`src/rtl/alu_issue_stage_pkg.sv`:
```
// Shared definitions for the ALU issue/writeback stage: datapath width,
// opcode encoding and small opcode helpers.
package alu_issue_stage_pkg;

  // Width the downstream ALU is built for.
  localparam int ALU_DW = 16;

  // Opcode field width.
  localparam int OP_W = 3;

  // Operator encoding understood by the ALU.
  typedef enum logic [OP_W-1:0] {
    OP_NEG     = 3'd0,  // -A
    OP_INC     = 3'd1,  // A + 1
    OP_ADD     = 3'd2,  // A + B + C
    OP_ASR_ADD = 3'd3,  // A + (B >>> 1)
    OP_AND     = 3'd4,  // A & B
    OP_OR      = 3'd5,  // A | B
    OP_CAT     = 3'd6,  // {A[7:0], B[7:0]}
    OP_LOADI   = 3'd7   // immediate load, ALU output ignored
  } alu_op_e;

  // Only the three-operand add consumes the carry input.
  function automatic logic op_uses_carry(alu_op_e op);
    return (op == OP_ADD);
  endfunction

  // Immediate loads take their result from the instruction, not the ALU.
  function automatic logic op_bypasses_alu(alu_op_e op);
    return (op == OP_LOADI);
  endfunction

endpackage

```
`src/rtl/alu_issue_stage_if.sv`:
```
// Bundle of the issue handshake, the ALU operand/result bus and the
// result handshake. "slave" is the issue stage's view, "master" the
// surrounding datapath (instruction source, ALU, result consumer).
interface alu_issue_stage_if #(
  parameter int NREGS = 4,
  parameter int DW    = 16
);
  localparam int RW = (NREGS > 1) ? $clog2(NREGS) : 1;

  // Instruction input
  logic          in_valid;
  logic          in_ready;
  logic [2:0]    in_op;
  logic [RW-1:0] in_rd;
  logic [RW-1:0] in_rs1;
  logic [RW-1:0] in_rs2;
  logic          in_cin;
  logic [DW-1:0] in_imm;

  // ALU operand and result bus
  logic [DW-1:0] alu_A;
  logic [DW-1:0] alu_B;
  logic          alu_C;
  logic [2:0]    alu_op;
  logic [DW-1:0] alu_W;
  logic          alu_zero;
  logic          alu_neg;

  // Result output
  logic          res_valid;
  logic          res_ready;
  logic [DW-1:0] res_data;
  logic [RW-1:0] res_rd;
  logic          res_zero;
  logic          res_neg;

  modport slave (
    input  in_valid, in_op, in_rd, in_rs1, in_rs2, in_cin, in_imm,
    input  alu_W, alu_zero, alu_neg,
    input  res_ready,
    output in_ready,
    output alu_A, alu_B, alu_C, alu_op,
    output res_valid, res_data, res_rd, res_zero, res_neg
  );

  modport master (
    output in_valid, in_op, in_rd, in_rs1, in_rs2, in_cin, in_imm,
    output alu_W, alu_zero, alu_neg,
    output res_ready,
    input  in_ready,
    input  alu_A, alu_B, alu_C, alu_op,
    input  res_valid, res_data, res_rd, res_zero, res_neg
  );

endinterface

```
`src/rtl/alu_issue_stage_regfile.sv`:
```
// Small register file: NREGS x DW flops, two asynchronous read ports,
// one synchronous write port, synchronous clear. A read of the entry
// being written in the same cycle returns the write data, which gives
// the issue stage its EX->operand forwarding for free.
module alu_issue_stage_regfile #(
  parameter int NREGS = 4,
  parameter int DW    = 16,
  parameter int RW    = 2
) (
  input  logic          clk,
  input  logic          rst,
  input  logic          we,
  input  logic [RW-1:0] waddr,
  input  logic [DW-1:0] wdata,
  input  logic [RW-1:0] raddr1,
  output logic [DW-1:0] rdata1,
  input  logic [RW-1:0] raddr2,
  output logic [DW-1:0] rdata2
);

  logic [DW-1:0] mem [NREGS];

  generate
    for (genvar gi = 0; gi < NREGS; gi++) begin : g_entry
      logic [DW-1:0] entry_q;
      logic [DW-1:0] entry_d;

      // Entry takes the write data only when addressed by the write port.
      always_comb begin
        entry_d = entry_q;
        if (we && (waddr == RW'(gi))) begin
          entry_d = wdata;
        end
      end

      // Entry storage; reset wins over a coincident write.
      always_ff @(posedge clk) begin
        if (rst) begin
          entry_q <= '0;
        end else begin
          entry_q <= entry_d;
        end
      end

      assign mem[gi] = entry_q;
    end
  endgenerate

  // Read ports with write-through so a same-cycle writer is visible.
  always_comb begin
    rdata1 = mem[raddr1];
    rdata2 = mem[raddr2];
    if (we && (waddr == raddr1)) begin
      rdata1 = wdata;
    end
    if (we && (waddr == raddr2)) begin
      rdata2 = wdata;
    end
  end

endmodule

```
`src/rtl/alu_issue_stage.sv`:
```
// Issue/writeback stage in front of an external combinational ALU.
// EX register drives the ALU operands; the EX result (ALU output, or the
// immediate for LOADI) is written back and captured into the RES register
// on the same edge. The only stall is a held result (res_ready low).
module alu_issue_stage
  import alu_issue_stage_pkg::*;
#(
  parameter int NREGS = 4,
  parameter int DW    = ALU_DW
) (
  input  logic clk,
  input  logic rst,
  alu_issue_stage_if.slave bus
);

  localparam int RW = (NREGS > 1) ? $clog2(NREGS) : 1;

  // Pipeline control
  logic ex_adv;
  logic in_ready;
  logic accept;

  // EX stage registers
  logic          ex_valid_q, ex_valid_d;
  logic [DW-1:0] ex_a_q,     ex_a_d;
  logic [DW-1:0] ex_b_q,     ex_b_d;
  logic          ex_c_q,     ex_c_d;
  alu_op_e       ex_op_q,    ex_op_d;
  logic [RW-1:0] ex_rd_q,    ex_rd_d;
  logic [DW-1:0] ex_imm_q,   ex_imm_d;

  // EX result as seen at the end of the EX cycle
  logic [DW-1:0] ex_res_data;
  logic          ex_res_zero;
  logic          ex_res_neg;

  // RES stage registers
  logic          res_valid_q, res_valid_d;
  logic [DW-1:0] res_data_q,  res_data_d;
  logic [RW-1:0] res_rd_q,    res_rd_d;
  logic          res_zero_q,  res_zero_d;
  logic          res_neg_q,   res_neg_d;

  // Register file read data (already forwarded from EX when needed)
  logic [DW-1:0] rs1_data;
  logic [DW-1:0] rs2_data;

  alu_issue_stage_regfile #(
    .NREGS (NREGS),
    .DW    (DW),
    .RW    (RW)
  ) u_regfile (
    .clk    (clk),
    .rst    (rst),
    .we     (ex_adv),
    .waddr  (ex_rd_q),
    .wdata  (ex_res_data),
    .raddr1 (bus.in_rs1),
    .rdata1 (rs1_data),
    .raddr2 (bus.in_rs2),
    .rdata2 (rs2_data)
  );

  // EX drains into RES when RES is empty or being consumed this cycle.
  always_comb begin
    ex_adv   = ex_valid_q & (~res_valid_q | bus.res_ready);
    in_ready = ~ex_valid_q | ex_adv;
    accept   = bus.in_valid & in_ready;
  end

  // EX result: immediate loads bypass the ALU, everything else uses it.
  always_comb begin
    if (op_bypasses_alu(ex_op_q)) begin
      ex_res_data = ex_imm_q;
      ex_res_zero = ~|ex_imm_q;
      ex_res_neg  = ex_imm_q[DW-1];
    end else begin
      ex_res_data = bus.alu_W;
      ex_res_zero = bus.alu_zero;
      ex_res_neg  = bus.alu_neg;
    end
  end

  // EX next state: load on accept, otherwise empty out after advancing.
  // Operand fields hold when not loading so the ALU inputs stay stable.
  always_comb begin
    ex_valid_d = ex_valid_q;
    ex_a_d     = ex_a_q;
    ex_b_d     = ex_b_q;
    ex_c_d     = ex_c_q;
    ex_op_d    = ex_op_q;
    ex_rd_d    = ex_rd_q;
    ex_imm_d   = ex_imm_q;
    if (accept) begin
      ex_valid_d = 1'b1;
      ex_a_d     = rs1_data;
      ex_b_d     = rs2_data;
      ex_op_d    = alu_op_e'(bus.in_op);
      ex_c_d     = op_uses_carry(alu_op_e'(bus.in_op)) ? bus.in_cin : 1'b0;
      ex_rd_d    = bus.in_rd;
      ex_imm_d   = bus.in_imm;
    end else if (ex_adv) begin
      ex_valid_d = 1'b0;
    end
  end

  // EX register bank.
  always_ff @(posedge clk) begin
    if (rst) begin
      ex_valid_q <= 1'b0;
      ex_a_q     <= '0;
      ex_b_q     <= '0;
      ex_c_q     <= 1'b0;
      ex_op_q    <= OP_NEG;
      ex_rd_q    <= '0;
      ex_imm_q   <= '0;
    end else begin
      ex_valid_q <= ex_valid_d;
      ex_a_q     <= ex_a_d;
      ex_b_q     <= ex_b_d;
      ex_c_q     <= ex_c_d;
      ex_op_q    <= ex_op_d;
      ex_rd_q    <= ex_rd_d;
      ex_imm_q   <= ex_imm_d;
    end
  end

  // RES next state: capture on advance, drop valid once consumed.
  always_comb begin
    res_valid_d = res_valid_q;
    res_data_d  = res_data_q;
    res_rd_d    = res_rd_q;
    res_zero_d  = res_zero_q;
    res_neg_d   = res_neg_q;
    if (ex_adv) begin
      res_valid_d = 1'b1;
      res_data_d  = ex_res_data;
      res_rd_d    = ex_rd_q;
      res_zero_d  = ex_res_zero;
      res_neg_d   = ex_res_neg;
    end else if (res_valid_q && bus.res_ready) begin
      res_valid_d = 1'b0;
    end
  end

  // RES register bank.
  always_ff @(posedge clk) begin
    if (rst) begin
      res_valid_q <= 1'b0;
      res_data_q  <= '0;
      res_rd_q    <= '0;
      res_zero_q  <= 1'b0;
      res_neg_q   <= 1'b0;
    end else begin
      res_valid_q <= res_valid_d;
      res_data_q  <= res_data_d;
      res_rd_q    <= res_rd_d;
      res_zero_q  <= res_zero_d;
      res_neg_q   <= res_neg_d;
    end
  end

  assign bus.in_ready  = in_ready;
  assign bus.alu_A     = ex_a_q;
  assign bus.alu_B     = ex_b_q;
  assign bus.alu_C     = ex_c_q;
  assign bus.alu_op    = ex_op_q;
  assign bus.res_valid = res_valid_q;
  assign bus.res_data  = res_data_q;
  assign bus.res_rd    = res_rd_q;
  assign bus.res_zero  = res_zero_q;
  assign bus.res_neg   = res_neg_q;

endmodule

```
`src/flat_wrapper.sv`:
```
// flat-port wrapper written by rule: the top's interface ports become plain ports
module alu_issue_stage_flat import alu_issue_stage_pkg::*;
#(
  parameter int NREGS = 4,
  parameter int DW    = ALU_DW
)
  (clk, rst, bus_in_valid, bus_in_op, bus_in_rd, bus_in_rs1, bus_in_rs2, bus_in_cin, bus_in_imm, bus_alu_W, bus_alu_zero, bus_alu_neg, bus_res_ready, bus_in_ready, bus_alu_A, bus_alu_B, bus_alu_C, bus_alu_op, bus_res_valid, bus_res_data, bus_res_rd, bus_res_zero, bus_res_neg);
  alu_issue_stage_if #(.NREGS(NREGS), .DW(DW)) bus_i ();
  input  logic clk;
  input  logic rst;
  input wire logic [$bits(bus_i.in_valid)-1:0] bus_in_valid;
  input wire logic [$bits(bus_i.in_op)-1:0] bus_in_op;
  input wire logic [$bits(bus_i.in_rd)-1:0] bus_in_rd;
  input wire logic [$bits(bus_i.in_rs1)-1:0] bus_in_rs1;
  input wire logic [$bits(bus_i.in_rs2)-1:0] bus_in_rs2;
  input wire logic [$bits(bus_i.in_cin)-1:0] bus_in_cin;
  input wire logic [$bits(bus_i.in_imm)-1:0] bus_in_imm;
  input wire logic [$bits(bus_i.alu_W)-1:0] bus_alu_W;
  input wire logic [$bits(bus_i.alu_zero)-1:0] bus_alu_zero;
  input wire logic [$bits(bus_i.alu_neg)-1:0] bus_alu_neg;
  input wire logic [$bits(bus_i.res_ready)-1:0] bus_res_ready;
  output wire logic [$bits(bus_i.in_ready)-1:0] bus_in_ready;
  output wire logic [$bits(bus_i.alu_A)-1:0] bus_alu_A;
  output wire logic [$bits(bus_i.alu_B)-1:0] bus_alu_B;
  output wire logic [$bits(bus_i.alu_C)-1:0] bus_alu_C;
  output wire logic [$bits(bus_i.alu_op)-1:0] bus_alu_op;
  output wire logic [$bits(bus_i.res_valid)-1:0] bus_res_valid;
  output wire logic [$bits(bus_i.res_data)-1:0] bus_res_data;
  output wire logic [$bits(bus_i.res_rd)-1:0] bus_res_rd;
  output wire logic [$bits(bus_i.res_zero)-1:0] bus_res_zero;
  output wire logic [$bits(bus_i.res_neg)-1:0] bus_res_neg;
  assign bus_i.in_valid = bus_in_valid;
  assign bus_i.in_op = bus_in_op;
  assign bus_i.in_rd = bus_in_rd;
  assign bus_i.in_rs1 = bus_in_rs1;
  assign bus_i.in_rs2 = bus_in_rs2;
  assign bus_i.in_cin = bus_in_cin;
  assign bus_i.in_imm = bus_in_imm;
  assign bus_i.alu_W = bus_alu_W;
  assign bus_i.alu_zero = bus_alu_zero;
  assign bus_i.alu_neg = bus_alu_neg;
  assign bus_i.res_ready = bus_res_ready;
  assign bus_in_ready = bus_i.in_ready;
  assign bus_alu_A = bus_i.alu_A;
  assign bus_alu_B = bus_i.alu_B;
  assign bus_alu_C = bus_i.alu_C;
  assign bus_alu_op = bus_i.alu_op;
  assign bus_res_valid = bus_i.res_valid;
  assign bus_res_data = bus_i.res_data;
  assign bus_res_rd = bus_i.res_rd;
  assign bus_res_zero = bus_i.res_zero;
  assign bus_res_neg = bus_i.res_neg;
  alu_issue_stage #(.NREGS(NREGS), .DW(DW)) u_core (.clk(clk), .rst(rst), .bus(bus_i));
endmodule
```
`config.mk`:
```
export PLATFORM = sky130hd
export DESIGN_NAME = alu_issue_stage_flat
export DESIGN_NICKNAME = d
export VERILOG_FILES = /design/src/rtl/alu_issue_stage_pkg.sv /design/src/rtl/alu_issue_stage_if.sv /design/src/rtl/alu_issue_stage_regfile.sv /design/src/rtl/alu_issue_stage.sv /design/src/flat_wrapper.sv
export SDC_FILE = /design/constraint.sdc
export NUM_CORES = 1
export LEC_CHECK = 0
export BUFFER_PORTS_ARGS = -buffer_cell sky130_fd_sc_hd__buf_4
export CAP_MARGIN = 0
export CORE_MARGIN = 2
export CORE_UTILIZATION = 51
export DETAILED_ROUTE_END_ITERATION = 16
export GPL_TIMING_DRIVEN = 0
export PLACE_DENSITY = 0.79
export SKIP_CTS_REPAIR_TIMING = 1
export SLEW_MARGIN = 15
export SYNTH_ARGS = -nofsm -noshare
export SYNTH_HDL_FRONTEND = slang
export SYNTH_SLANG_ARGS = --single-unit
```
`constraint.sdc`:
```
create_clock -name clk -period 1.9 [get_ports clk]
set_input_delay 0.19 -clock clk [delete_from_list [all_inputs] [get_ports clk]]
set_output_delay 0.19 -clock clk [all_outputs]
set_load 0.01 [all_outputs]
```
==> metrics.txt <==
status=completed; hold path endpoint=u_core.ex_imm_q[7]; Reg2Reg Capture Point=u_core.bus.alu_A[11]; Worst setup SP type=register; Worst slew margin=42.4%; area leader, netlist=dfxtp_1; row cnt=40; fmax=about 530 MHz; most frequent cells in the layout=dfxtp_1, nor2_1, buf_4; Post-DP Area=around 0.0073 mm^2; Sink Count=140; DRC Markers=0; fin util=66.2%; final hold viol count=0; largest net degree at the start of global routing=17; minimum clock period=1.87 ns; Reg clk slew, reported paths=0.06 ns; fin. max-slew vios=0; Slew @ Worst Pin=0.840 ns; min-delay worst type=input pin to register; antenna-violating nets left=0; average routed wire per standard cell=18.7 um; vias in the first global route=5479; Reg2Reg Setup Slack=0.03 ns; sequential share of the synthesized area=44.2%; placed insts=approximately 910; Pre-antenna DRT Iters=4; Starting Density=52.5%; pre-CTS setup slack=roughly 0.074 ns; FF-to-FF Start=u_core.bus.alu_op[2]; layout cell share with drive strength beyond 1=between 30% and 40%; crit-path max FO=10; Area contributors post-synth=dfxtp_1, mux4_2, a211oi_1; Setup crit start=u_core.bus.alu_op[2]; vias per cell=5.80; Yosys cell types=31; first-pass GRT wire length=~28 mm; critical path data required time=2.18 ns; CP arrival=roughly 2.2 ns; final setup violation count=0; worst-case clock skew=0.00700 ns; Post-Route WL=17.7 mm; Design Power=just under 8 mW; clk buf depth=2; commonest non-fill, non-tap cell in the layout=dfxtp_1; core footprint=0.0121 mm^2; Hold WS=0.0132 ns; RSZ-0062 raised after global routing=yes; die area=0.0133 mm^2; VDD IR-drop max=0.000496 V; setup TNS=0 ns; #FFs+latches synth=140; chip width=~120 um; Via Count=between 5000 and 6000; CTS root buffer=clkbuf_16; WS Path Type=register to register; port bufs=100; GP Congestion=~0.88; Power Dens Cells=978 mW/mm^2; depth of the worst hold-timing path=3; crit share post-route=98.5%; post-synthesis cell area=0.00634 mm^2; final instance area=between 0.007 and 0.008 mm^2; non-filler cells, final=945; initial antenna violation count=1; synthesized area per cell=9.84 um^2; Final WS setup=0.0289 ns; htree depth=4; GRT Total Usage=27.6%; Hold Path Origin=bus_in_imm[7]; HPWL after detailed placement=13.4 mm; R2R depth=6; Synth Instances=644; post-synth top area share=44.2%; die span in y=about 120 um; total CTS buffers=17; Syn Nets=692; Congestion Overflow GR=0; Final #Nets=811; worst skew pair latency=0.42 ns; Leakage Power=3.04 nW; crit end category=register; max cap viols=0; DR iter-0 viols=roughly 370; yosys warns=0; CTS tree=yes; Ports=106; area delta synth->final=26.1%
[flip-flops by register name, summed over array words and instances, names as in the netlist]
name / cells
u_core.bus.alu_C: 1
u_core.bus.res_zero: 1
u_core.bus.res_neg: 1
u_core.bus.alu_B: 16
u_core.ex_valid_q: 1
u_core.bus.alu_op: 3
u_core.u_regfile.g_entry.entry_q: 64
u_core.ex_rd_q: 2
u_core.bus.res_valid: 1
u_core.bus.res_rd: 2
u_core.bus.alu_A: 16
u_core.ex_imm_q: 16
u_core.bus.res_data: 16
[where the power goes]
part / leakage (nW) / total [mW] / internal (mW) / switching, mW
sequential: 1.15 / 3.19 / 3.08 / 0.105
clock: 0.326 / 3.73 / 2.47 / 1.26
combinational: 1.57 / 0.899 / 0.403 / 0.496
total: 3.04 / 7.81 / 5.95 / 1.86
[critical path, stage by stage (launching register included)]
cell	delay (ns)
dfxtp_1	0.34
nand3_1	0.09
buf_6	0.17
buf_6	0.18
mux2i_1	0.66
or2_1	0.21
a311oi_2	0.08
[cell usage after synthesis]
library cell	number
dfxtp_1	140
nor2_1	118
a211oi_1	81
nand2_1	77
mux4_2	32
clkbuf_1	29
a311oi_2	27
a21oi_1	24
buf_2	24
or2_1	20
mux2i_1	19
or2_0	10
buf_4	7
a311oi_1	6
xnor2_1	4
nand4_1	3
and4_1	2
buf_6	2
inv_1	2
nand3_1	2
nor4_1	2
nor4_4	2
or2_2	2
or4_1	2
a21oi_2	1
and2b_1	1
buf_1	1
inv_2	1
nand2b_1	1
nand3b_1	1
nor3_1	1
[final cells by class]
class | instances | area (um^2)
fillers | 960 | 4070
clock inverters | 10 | 185
repair buffers | 100 | 751
flip-flops and latches | 140 | 2800
multi-input cells | 438 | 3220
diodes | 1 | 2.50
inverters | 3 | 11.3
well taps | 168 | 210
clock buffers | 22 | 484
plain buffers | 63 | 319
[cells by family after synthesis]
kind of cell	count (synthesis)	synth area share, %
simple gates	244	17.0
xor+xnor	4	0.553
flops	140	44.2
mux	51	14.4
buf+inv	66	5.03
compound gates	139	18.9
[how the worst max path moves through the flow]
stage / end / depth (start not counted)
after CTS: u_core.bus.alu_B[14] / 6
after global placement: u_core.bus.alu_B[5] / 5
after global routing: u_core.bus.alu_A[14] / 6
final: u_core.bus.alu_A[11] / 6
after floorplan: u_core.bus.alu_B[10] / 6
after detailed placement: u_core.bus.alu_B[2] / 5
[routing by layer]
metal | part of all wire, % | wire length (um) | GRT usage (%)
met5 | 0 | 0 | 0
met3 | 9.4 | 1670 | 7.69
met4 | 2.1 | 367 | 10.8
met2 | 49 | 8610 | 46.2
met1 | 40 | 7050 | 34.0
No activity file was read; power rests on OpenSTA's default activity.
